[src/rtl/fetch_pair_queue.sv]
`default_nettype none
// ============================================================================
//  Module      : fetch_pair_queue
//  Description : Instruction fetch stage ahead of the branch generation unit.
//                Issues word reads (one even/odd pair of 16-bit instructions)
//                to a synchronous instruction memory. Returned pairs go into a
//                small FIFO, and the head pair is presented downstream.
//                A redirect flushes the FIFO and drops the in-flight read.
//  Options     : FETCH_PAIR_QUEUE_BYPASS_EN - when the FIFO is empty, a
//                returning pair is presented combinationally in the cycle it
//                arrives.
//  Revision    : 1.0  initial release
// ============================================================================
module fetch_pair_queue #(
    parameter int          DEPTH  = 4,
    parameter logic [15:0] NOP_IR = 16'h0000
) (
    input  logic                       clk,
    input  logic                       rst,            // asynchronous, active low
    input  logic                       redirect_in,
    input  logic [8:0]                 redirect_pc_in,
    input  logic                       consume_in,
    output logic                       imem_rd_en_out,
    output logic [7:0]                 imem_addr_out,
    input  logic [31:0]                imem_rdata_in,
    output logic [15:0]                p0_IR_out,
    output logic [15:0]                p1_IR_out,
    output logic [8:0]                 pair_pc_out,
    output logic                       pair_valid_out,
    output logic [$clog2(DEPTH):0]     count_out
);

    localparam int c_AW = $clog2(DEPTH);
    localparam int c_CW = c_AW + 1;
    localparam int c_OW = c_CW + 1;

    // Fetch PC, in-flight read tracking and flush epoch
    logic [8:0]      r_fpc;
    logic            r_infl;
    logic [8:0]      r_infl_pc;
    logic            r_infl_epoch;
    logic            r_epoch;

    // FIFO control and storage
    logic [c_AW-1:0] r_wr_ptr;
    logic [c_AW-1:0] r_rd_ptr;
    logic [c_CW-1:0] r_count;
    logic [31:0]     r_fifo_data [DEPTH];
    logic [8:0]      r_fifo_pc   [DEPTH];

    logic            w_pop;
    logic            w_ret;
    logic            w_bypass;
    logic            w_push;
    logic            w_issue;
    logic [c_OW-1:0] w_occ;
    logic [c_OW-1:0] w_room;

    // A pop only happens when a valid pair sits at the head
    assign w_pop = consume_in & (r_count != '0) & ~redirect_in;

    // Returning data is kept only if no flush happened since it was issued
    assign w_ret = r_infl & (r_infl_epoch == r_epoch) & ~redirect_in;

`ifdef FETCH_PAIR_QUEUE_BYPASS_EN
    assign w_bypass = w_ret & (r_count == '0);
`else
    assign w_bypass = 1'b0;
`endif

    // A bypassed pair consumed in the same cycle never enters the FIFO
    assign w_push = w_ret & ~(w_bypass & consume_in);

    // Issue only if the read is guaranteed a free slot when it returns;
    // a pop in this cycle frees one slot.
    assign w_occ   = c_OW'(r_count) + c_OW'(r_infl);
    assign w_room  = c_OW'(DEPTH) + c_OW'(w_pop);
    assign w_issue = rst & ~redirect_in & (w_occ < w_room);

    assign imem_rd_en_out = w_issue;
    assign imem_addr_out  = r_fpc[8:1];
    assign count_out      = r_count;

    // Fetch PC, in-flight read, epoch and FIFO pointer/occupancy state
    always_ff @(posedge clk or negedge rst) begin
        if (!rst) begin
            r_fpc        <= 9'd0;
            r_infl       <= 1'b0;
            r_infl_pc    <= 9'd0;
            r_infl_epoch <= 1'b0;
            r_epoch      <= 1'b0;
            r_wr_ptr     <= '0;
            r_rd_ptr     <= '0;
            r_count      <= '0;
        end else if (redirect_in) begin
            r_fpc    <= redirect_pc_in & 9'h1FE;
            r_infl   <= 1'b0;
            r_epoch  <= ~r_epoch;
            r_wr_ptr <= '0;
            r_rd_ptr <= '0;
            r_count  <= '0;
        end else begin
            if (w_push) begin
                r_wr_ptr <= r_wr_ptr + 1'b1;
            end
            if (w_pop) begin
                r_rd_ptr <= r_rd_ptr + 1'b1;
            end
            r_count <= r_count + c_CW'(w_push) - c_CW'(w_pop);
            r_infl  <= w_issue;
            if (w_issue) begin
                r_infl_pc    <= r_fpc;
                r_infl_epoch <= r_epoch;
                r_fpc        <= r_fpc + 9'd2;
            end
        end
    end

    // FIFO storage write; contents need no reset since occupancy gates use
    always_ff @(posedge clk) begin
        if (w_push) begin
            r_fifo_data[r_wr_ptr] <= imem_rdata_in;
            r_fifo_pc[r_wr_ptr]   <= r_infl_pc;
        end
    end

    // Present the head pair, a bypassed return, or NOP when nothing is valid
    always_comb begin
        p0_IR_out      = NOP_IR;
        p1_IR_out      = NOP_IR;
        pair_pc_out    = 9'd0;
        pair_valid_out = 1'b0;
        if (r_count != '0) begin
            p0_IR_out      = r_fifo_data[r_rd_ptr][15:0];
            p1_IR_out      = r_fifo_data[r_rd_ptr][31:16];
            pair_pc_out    = r_fifo_pc[r_rd_ptr];
            pair_valid_out = 1'b1;
        end else if (w_bypass) begin
            p0_IR_out      = imem_rdata_in[15:0];
            p1_IR_out      = imem_rdata_in[31:16];
            pair_pc_out    = r_infl_pc;
            pair_valid_out = 1'b1;
        end
    end

endmodule
`default_nettype wire
[config.mk]
export PLATFORM = sky130hd
export DESIGN_NAME = fetch_pair_queue
export DESIGN_NICKNAME = d
export VERILOG_FILES = /design/src/rtl/fetch_pair_queue.sv
export SDC_FILE = /design/constraint.sdc
export NUM_CORES = 1
export LEC_CHECK = 0
export CAP_MARGIN = 20
export CORE_MARGIN = 1.5
export CORE_UTILIZATION = 40
export CTS_CLUSTER_SIZE = 12
export DETAILED_ROUTE_END_ITERATION = 10
export GPL_TIMING_DRIVEN = 0
export PLACE_DENSITY = 0.58
export SLEW_MARGIN = 20
export SYNTH_ARGS = -nofsm -noshare
export SYNTH_HDL_FRONTEND = slang
export SYNTH_SLANG_ARGS = --single-unit
[constraint.sdc]
create_clock -name clk -period 6.5 [get_ports clk]
set_input_delay 1.3 -clock clk [delete_from_list [all_inputs] [get_ports clk]]
set_output_delay 1.3 -clock clk [all_outputs]
set_load 0.02 [all_outputs]
==> results of run 1 <==
kinds of logic after synthesis:
family	Yosys count	synth area share, %
AOI/OAI and AO/OA	22	2.36
buffers and inverters	29	1.68
adders and majority gates	11	1.95
xor gates and xnor gates	7	0.824
muxes	46	13.0
other	1	0.0504
and+or+nand+nor	89	6.78
DFF	186	73.3
cell usage after synthesis, types with 4 or more instances:
library cell / count / area, µm²
clkbuf_1: 8 / 30.0
xor2_1: 4 / 35.0
mux2_2: 6 / 67.6
ha_1: 10 / 125
o21ai_0: 8 / 40.0
buf_1: 4 / 15.0
buf_2: 4 / 20.0
dfrtp_1: 26 / 651
mux4_2: 40 / 901
and2_1: 45 / 282
nand3_1: 10 / 50.1
nand2_1: 9 / 33.8
nor2_1: 9 / 33.8
edfxtp_1: 160 / 4800
inv_1: 11 / 41.3
worst reg2reg max path, cell delays in order (launching register included):
cell,delay (ns)
dfrtp_1,0.41
xnor2_1,0.21
nand2_1,0.14
nor2_1,0.28
inv_1,0.10
ha_1,0.28
inv_1,0.05
ha_1,0.13
inv_1,0.05
fa_1,0.37
xnor2_1,0.14
nor2_1,0.05
flip-flops by register name (all words and copies together) (netlist names):
| register | cells |
|---|---|
| count_out | 3 |
| r_wr_ptr | 2 |
| r_fifo_data | 128 |
| r_epoch | 1 |
| r_infl_epoch | 1 |
| r_infl | 1 |
| r_fifo_pc | 32 |
| r_rd_ptr | 2 |
| r_infl_pc | 8 |
| r_fpc | 8 |
path summary, 6_finish.rpt:
kind	end	slack, ns	start
max in group asynchronous	r_rd_ptr[1]$_DFFE_PN0P_	5.22	rst
min in group asynchronous	r_fpc[2]$_DFFE_PN0P_	0.87	rst
min	r_epoch$_DFFE_PN0P_	0.51	r_epoch$_DFFE_PN0P_
max reg2reg	count_out[2]$_DFF_PN0_	4.14	r_epoch$_DFFE_PN0P_
min reg2reg	r_epoch$_DFFE_PN0P_	0.51	r_epoch$_DFFE_PN0P_
max	imem_rd_en_out	1.85	consume_in
routing by layer:
metal  up-vias  track usage (%)  wire, µm  part of all wire (%)
met4         2             5.38       130                  0.92
li1       1764                -         -                     -
met3        15             4.54       726                   5.1
met5         -                0        12                 0.085
met2        91             25.8      7090                    50
met1      1961             20.2      6220                    44
layout make-up:
class	count	area, µm²	area share, %
plain buffers	18	83.8	0.906
multi-input cells	176	1870	20.2
well taps	229	287	3.10
clock inverters	9	65.1	0.703
flip-flops and latches	186	5460	58.9
repair buffers	96	956	10.3
inverters	11	41.3	0.446
clock buffers	23	499	5.39
where the power goes:
group / internal, mW / switching, mW
sequential: 1.40 / 0.0611
combinational: 0.533 / 0.539
clock: 0.542 / 0.422
==> summary.txt, run 1 <==
Run status
  • Status: finished, violations left
  • Failing checks: design-rule violations

Synth
  • Fraction of registers with async set/reset: 14.0%
  • Syn nets: between 400 and 500
  • Cell Area, Synth: approximately 7400 µm²
  • Sequential share of the synthesized area: 73.3%
  • Mapped Cells: just under 400
  • Synth unique cells: 40
  • Main synth FF type: edfxtp_1
  • Synth Register Bits: 186
  • EDFF count, synth: 160
  • Synth Warn #: 0
  • Syn avg cell area: 19.0 µm²

Worst setup path
  • Kind of critical path: in2out
  • Buffers plus inverters on the worst setup path: 3
  • Startpoint Class: input pin
  • R2R depth: 11
  • Crit path top cell by count: clkdlybuf4s50_1
  • CP max FO: 10
  • Crit-path leading delay family: buffers and inverters
  • Critical path arrival: 3.35 ns
  • Slowest-stage cell, CP: clkdlybuf4s50_1
  • Worst setup EP type: output pin
  • CP peak stage delay: 0.60 ns
  • Critical path required time: 5.20 ns
  • Crit path cell chain: clkdlybuf4s50_1, o31ai_2, o41ai_4, nand2_2, inv_1, clkdlybuf4s50_1
  • Levels on crit path: 6

Placed design
  • Pre-CTS worst setup slack: between 1.5 and 2 ns
  • Dpl cells: 716
  • Port-buffer cells: 96
  • GPL Wtd Cong: 0.837
  • HPWL Detailed: 8570 µm
  • Placed inst area: 8690 µm²

STA
  • Number of setup violations in the final report: 0
  • Slew Viols, Final: 0
  • Max transition margin: ~55%
  • Fin crit share: 71.6%
  • Achievable frequency: ~0.21 GHz
  • Worst setup margin: 1.85 ns
  • Post-Route Skew: 0.0141 ns
  • Setup TNS: 0 ns
  • RSZ-0062 raised after global routing: false
  • WHS: 0.510 ns
  • Final Hold Viols: 0
  • Minimum clock period: ~4.7 ns
  • Worst-margin pin slew: approximately 0.68 ns

Route
  • Routed Antenna Nets: 0
  • DRT Pass-1 Iters: 8
  • Via count: approximately 3,800
  • # DRC: 10
  • WL final: 14,200 µm
  • Vias/cell: ~5
  • DRT iter0 DRCs: 212
  • WL/cell: 19.0 µm

Hold path
  • Worst hold path depth: 1
  • Hold Path Class: reg2reg

Cells and area
  • Fin cells: 748
  • Fill count: 1,493
  • Fin nets: 562
  • Final core utilization: between 50% and 60%
  • Most frequent cells in the layout: edfxtp_1, clkdlybuf4s50_1, and2_1
  • Area delta synth->final: 24.4%
  • Ant. Diodes: 0
  • Layout cell share with drive strength beyond 1: between 10% and 20%
  • Post-route cell area: 9260 µm²
  • Commonest non-fill, non-tap cell in the layout: edfxtp_1

Clock tree
  • Cts repair resizes: 0
  • CTS clk-pin slew, worst paths: around 0.07 ns
  • Hold-fix buffers at CTS: 0
  • Total clock sinks: 186
  • Setup bufs post-CTS: 0
  • Total CTS buffers: 17
  • H-tree levels: 4
  • Clock buffer depth: 2
  • CTS tree: built
  • Root Buffer: clkbuf_16
  • Clk_lat worst skew: 0.43 ns

Power and ir drop
  • PD cells: 378 nW/µm²
  • P_leak: 3.09 nW
  • VDD IR max: 0.223 mV
  • Pwr Total: 3.50 mW

Floorplanning
  • Die ar.: 19,400 µm²
  • Site Rows: 49
  • Die height: about 140 µm
  • Initial core utilization: about 41%
  • # IOs: 99
  • Die width: between 100 and 150 µm
  • Core outline area: 18,100 µm²

Global route
  • Largest net degree at the start of global routing: approximately 40
  • Gr usage total: between 10% and 20%
  • Initial antenna violation count: 1
  • First-pass GRT wire length: roughly 23,000 µm
  • Vias in the first global route: 4,050
  • Grt ovf: 0

Job
  • Max_cap viols: 0
Note: power is estimated with default switching activity, not from simulation.
==> run 2: changes to the inputs <==
--- a/config.mk
+++ b/config.mk
@@ -11,7 +11,7 @@
 export CTS_CLUSTER_SIZE = 12
 export DETAILED_ROUTE_END_ITERATION = 10
 export GPL_TIMING_DRIVEN = 0
-export PLACE_DENSITY = 0.58
+export PLACE_DENSITY = 0.6
 export SLEW_MARGIN = 20
 export SYNTH_ARGS = -nofsm -noshare
 export SYNTH_HDL_FRONTEND = slang
==> constraint.sdc (replaced) <==
create_clock -name clk -period 3.75 [get_ports clk]
set_input_delay 0.75 -clock clk [delete_from_list [all_inputs] [get_ports clk]]
set_output_delay 0.75 -clock clk [all_outputs]
set_load 0.02 [all_outputs]
==> run 2 against run 1 <==
Net effect: the flow still finishes with violations (design-rule violations); critical path type is now reg2out; routed wire length is 1.9% lower; flip-flop and latch count stayed put; highest routed layer is now met4; worst hold slack worse by 0.18 ns; non-clock buffer count is 1 higher; critical endpoint unchanged.
==> summary.txt, run 2 (synthesis gave the netlist of run 1 again) <==
STA
  • RSZ-0062 raised after global routing: false
  • Final Hold Viols: 0
  • Post-Route Skew: 0.00590 ns
  • Slew Viols, Final: 0
  • Fin crit share: 94.7%
  • Number of setup violations in the final report: 0
  • Max transition margin: 53.3%
  • Minimum clock period: around 3.5 ns
  • Worst-margin pin slew: 0.700 ns
  • Achievable frequency: 0.282 GHz

Worst setup path
  • Buffers plus inverters on the worst setup path: 2
  • CP max FO: 10
  • Slowest-stage cell, CP: clkdlybuf4s50_1
  • Crit-path leading delay family: buffers and inverters
  • Reg2reg setup slack: 1.34 ns
  • Worst setup EP type: output pin
  • Crit path cell chain: ha_1, ha_1, o41ai_4, nand2_4, inv_1, clkdlybuf4s50_1
  • CP peak stage delay: 0.60 ns
  • Startpoint Class: flop
  • Critical path required time: 3.00 ns
  • Kind of critical path: reg2out
  • Crit path top cell by count: ha_1
  • Critical path arrival: about 2.8 ns

Clock tree
  • Hold-fix buffers at CTS: 0
  • CTS tree: built
  • Total CTS buffers: 17
  • Total clock sinks: 186
  • Clk_lat worst skew: 0.42 ns
  • CTS clk-pin slew, worst paths: 0.06 ns
  • H-tree levels: 4
  • Root Buffer: clkbuf_16
  • Clock buffer depth: 2

Hold path
  • Hold Path Class: in2async

Placed design
  • GPL Wtd Cong: 0.858
  • Placed inst area: 8690 µm²
  • HPWL Detailed: around 8600 µm
  • Port-buffer cells: between 90 and 100

Floorplanning
  • Initial core utilization: around two fifths
  • Site Rows: 49
  • Die height: 139 µm
  • # IOs: 99
  • Die ar.: 19,400 µm²
  • Core outline area: between 15,000 and 20,000 µm²
  • Die width: 139 µm

Cells and area
  • Final core utilization: around half
  • Fin nets: roughly 560
  • Ant. Diodes: 0
  • Area delta synth->final: 24.9%
  • Most flop-heavy register: r_fifo_data
  • Commonest non-fill, non-tap cell in the layout: edfxtp_1
  • Layout cell share with drive strength beyond 1: 17.1%
  • Post-route cell area: 9290 µm²
  • Fill count: 1,486
  • Largest register FFs: 128
  • Largest registers: r_fifo_data (128), r_fifo_pc (32)
  • Most frequent cells in the layout: edfxtp_1, clkdlybuf4s50_1, and2_1

Global route
  • Grt ovf: 0
  • Initial antenna violation count: 0
  • Gr usage total: 15.3%
  • First-pass GRT wire length: 22,200 µm
  • Largest net degree at the start of global routing: 41
  • Vias in the first global route: 4,071

Route
  • Routed Antenna Nets: 0
  • WL/cell: 18.6 µm
  • DRT Pass-1 Iters: 9
  • DRT iter0 DRCs: around 180
  • # DRC: 9
  • Vias/cell: 5.14
  • WL final: 13,900 µm
  • Via count: around 3,900

Power and ir drop
  • P_leak: 3.12 nW
  • Internal power: 4.40 mW
  • Clock share of power: around 28%
  • Reg power frac: 41.3%
  • VDD IR max: 0.372 mV
  • Sw Ratio: 28.3%
  • P_sw: roughly 1.7 mW
  • Comb pwr share: 30.3%
  • PD cells: 661 nW/µm²

Run status
  • Failing checks: design-rule violations
  • Status: finished, violations left

Job
  • Max_cap viols: 0
run 2: through the flow:
| stage | total power, mW | cells | setup WS (ns) | hold WS, ns | setup TNS (ns) |
|---|---|---|---|---|---|
| after global routing | 6.44 | 749 | 0.0261 | 0.375 | 0 |
| after floorplan | 3.68 | 391 | 1.15 | 0.454 | 0 |
| after CTS | 6.23 | 748 | 0.0311 | 0.348 | 0 |
| after global placement | 4.46 | 716 | -0.622 | 0.490 | -60.63 |
| final | 6.15 | 749 | 0.200 | 0.329 | 0 |
| after detailed placement | 4.48 | 716 | 0.168 | 0.502 | 0 |
run 2: final timing paths:
path,endpoint,cells past startpoint,from
worst max-delay path,imem_rd_en_out,6,count_out[0]$_DFF_PN0_
worst min-delay path,r_fpc[2]$_DFFE_PN0P_,1,rst
worst max register to register,count_out[2]$_DFF_PN0_,11,r_epoch$_DFFE_PN0P_
worst min register to register,r_fifo_pc[3][2]$_DFFE_PP_,0,r_infl_pc[2]$_DFFE_PN0P_
max in group asynchronous,r_rd_ptr[1]$_DFFE_PN0P_,1,rst
min in group clk,r_fifo_pc[3][2]$_DFFE_PP_,0,r_infl_pc[2]$_DFFE_PN0P_
run 2: worst register-to-register path, stage by stage (launching register included):
cell,delay (ns)
dfrtp_1,0.41
xnor2_1,0.22
nand2_1,0.13
nor2_1,0.33
inv_1,0.09
ha_1,0.28
inv_1,0.06
ha_1,0.13
inv_1,0.05
fa_1,0.38
xnor2_1,0.14
nor2_1,0.06
run 2: per-layer routing:
metal	GRT usage, %	wire [µm]
met1	20.7	6180
met2	24.4	6740
met3	3.85	792
met4	5.21	197
met5	0	0
run 2: layout make-up:
cell class | count | area, µm² | share of cell area, %
Buffer | 18 | 83.8 | 0.902
Clock buffer | 26 | 532 | 5.72
Clock inverter | 6 | 58.8 | 0.633
Inverter | 11 | 41.3 | 0.444
Multi-Input combinational cell | 176 | 1870 | 20.2
Sequential cell | 186 | 5460 | 58.7
Tap cell | 229 | 287 | 3.08
Timing Repair Buffer | 97 | 963 | 10.4
run 2: repair_timing:
action / in CTS / in global routing
setup endpoints to repair: 0 / 1
resized for setup: 0 / 1
setup buffers: 0 / 1
run 2: power groups by stage:
stage / combinational [mW] / clock [mW] / sequential, mW
floorplan: 1.10 / 0 / 2.58
finish: 1.86 / 1.75 / 2.54
detailed placement: 1.90 / 0 / 2.58
global route: 2.01 / 1.87 / 2.56
global placement: 1.88 / 0 / 2.58
CTS: 1.90 / 1.79 / 2.54
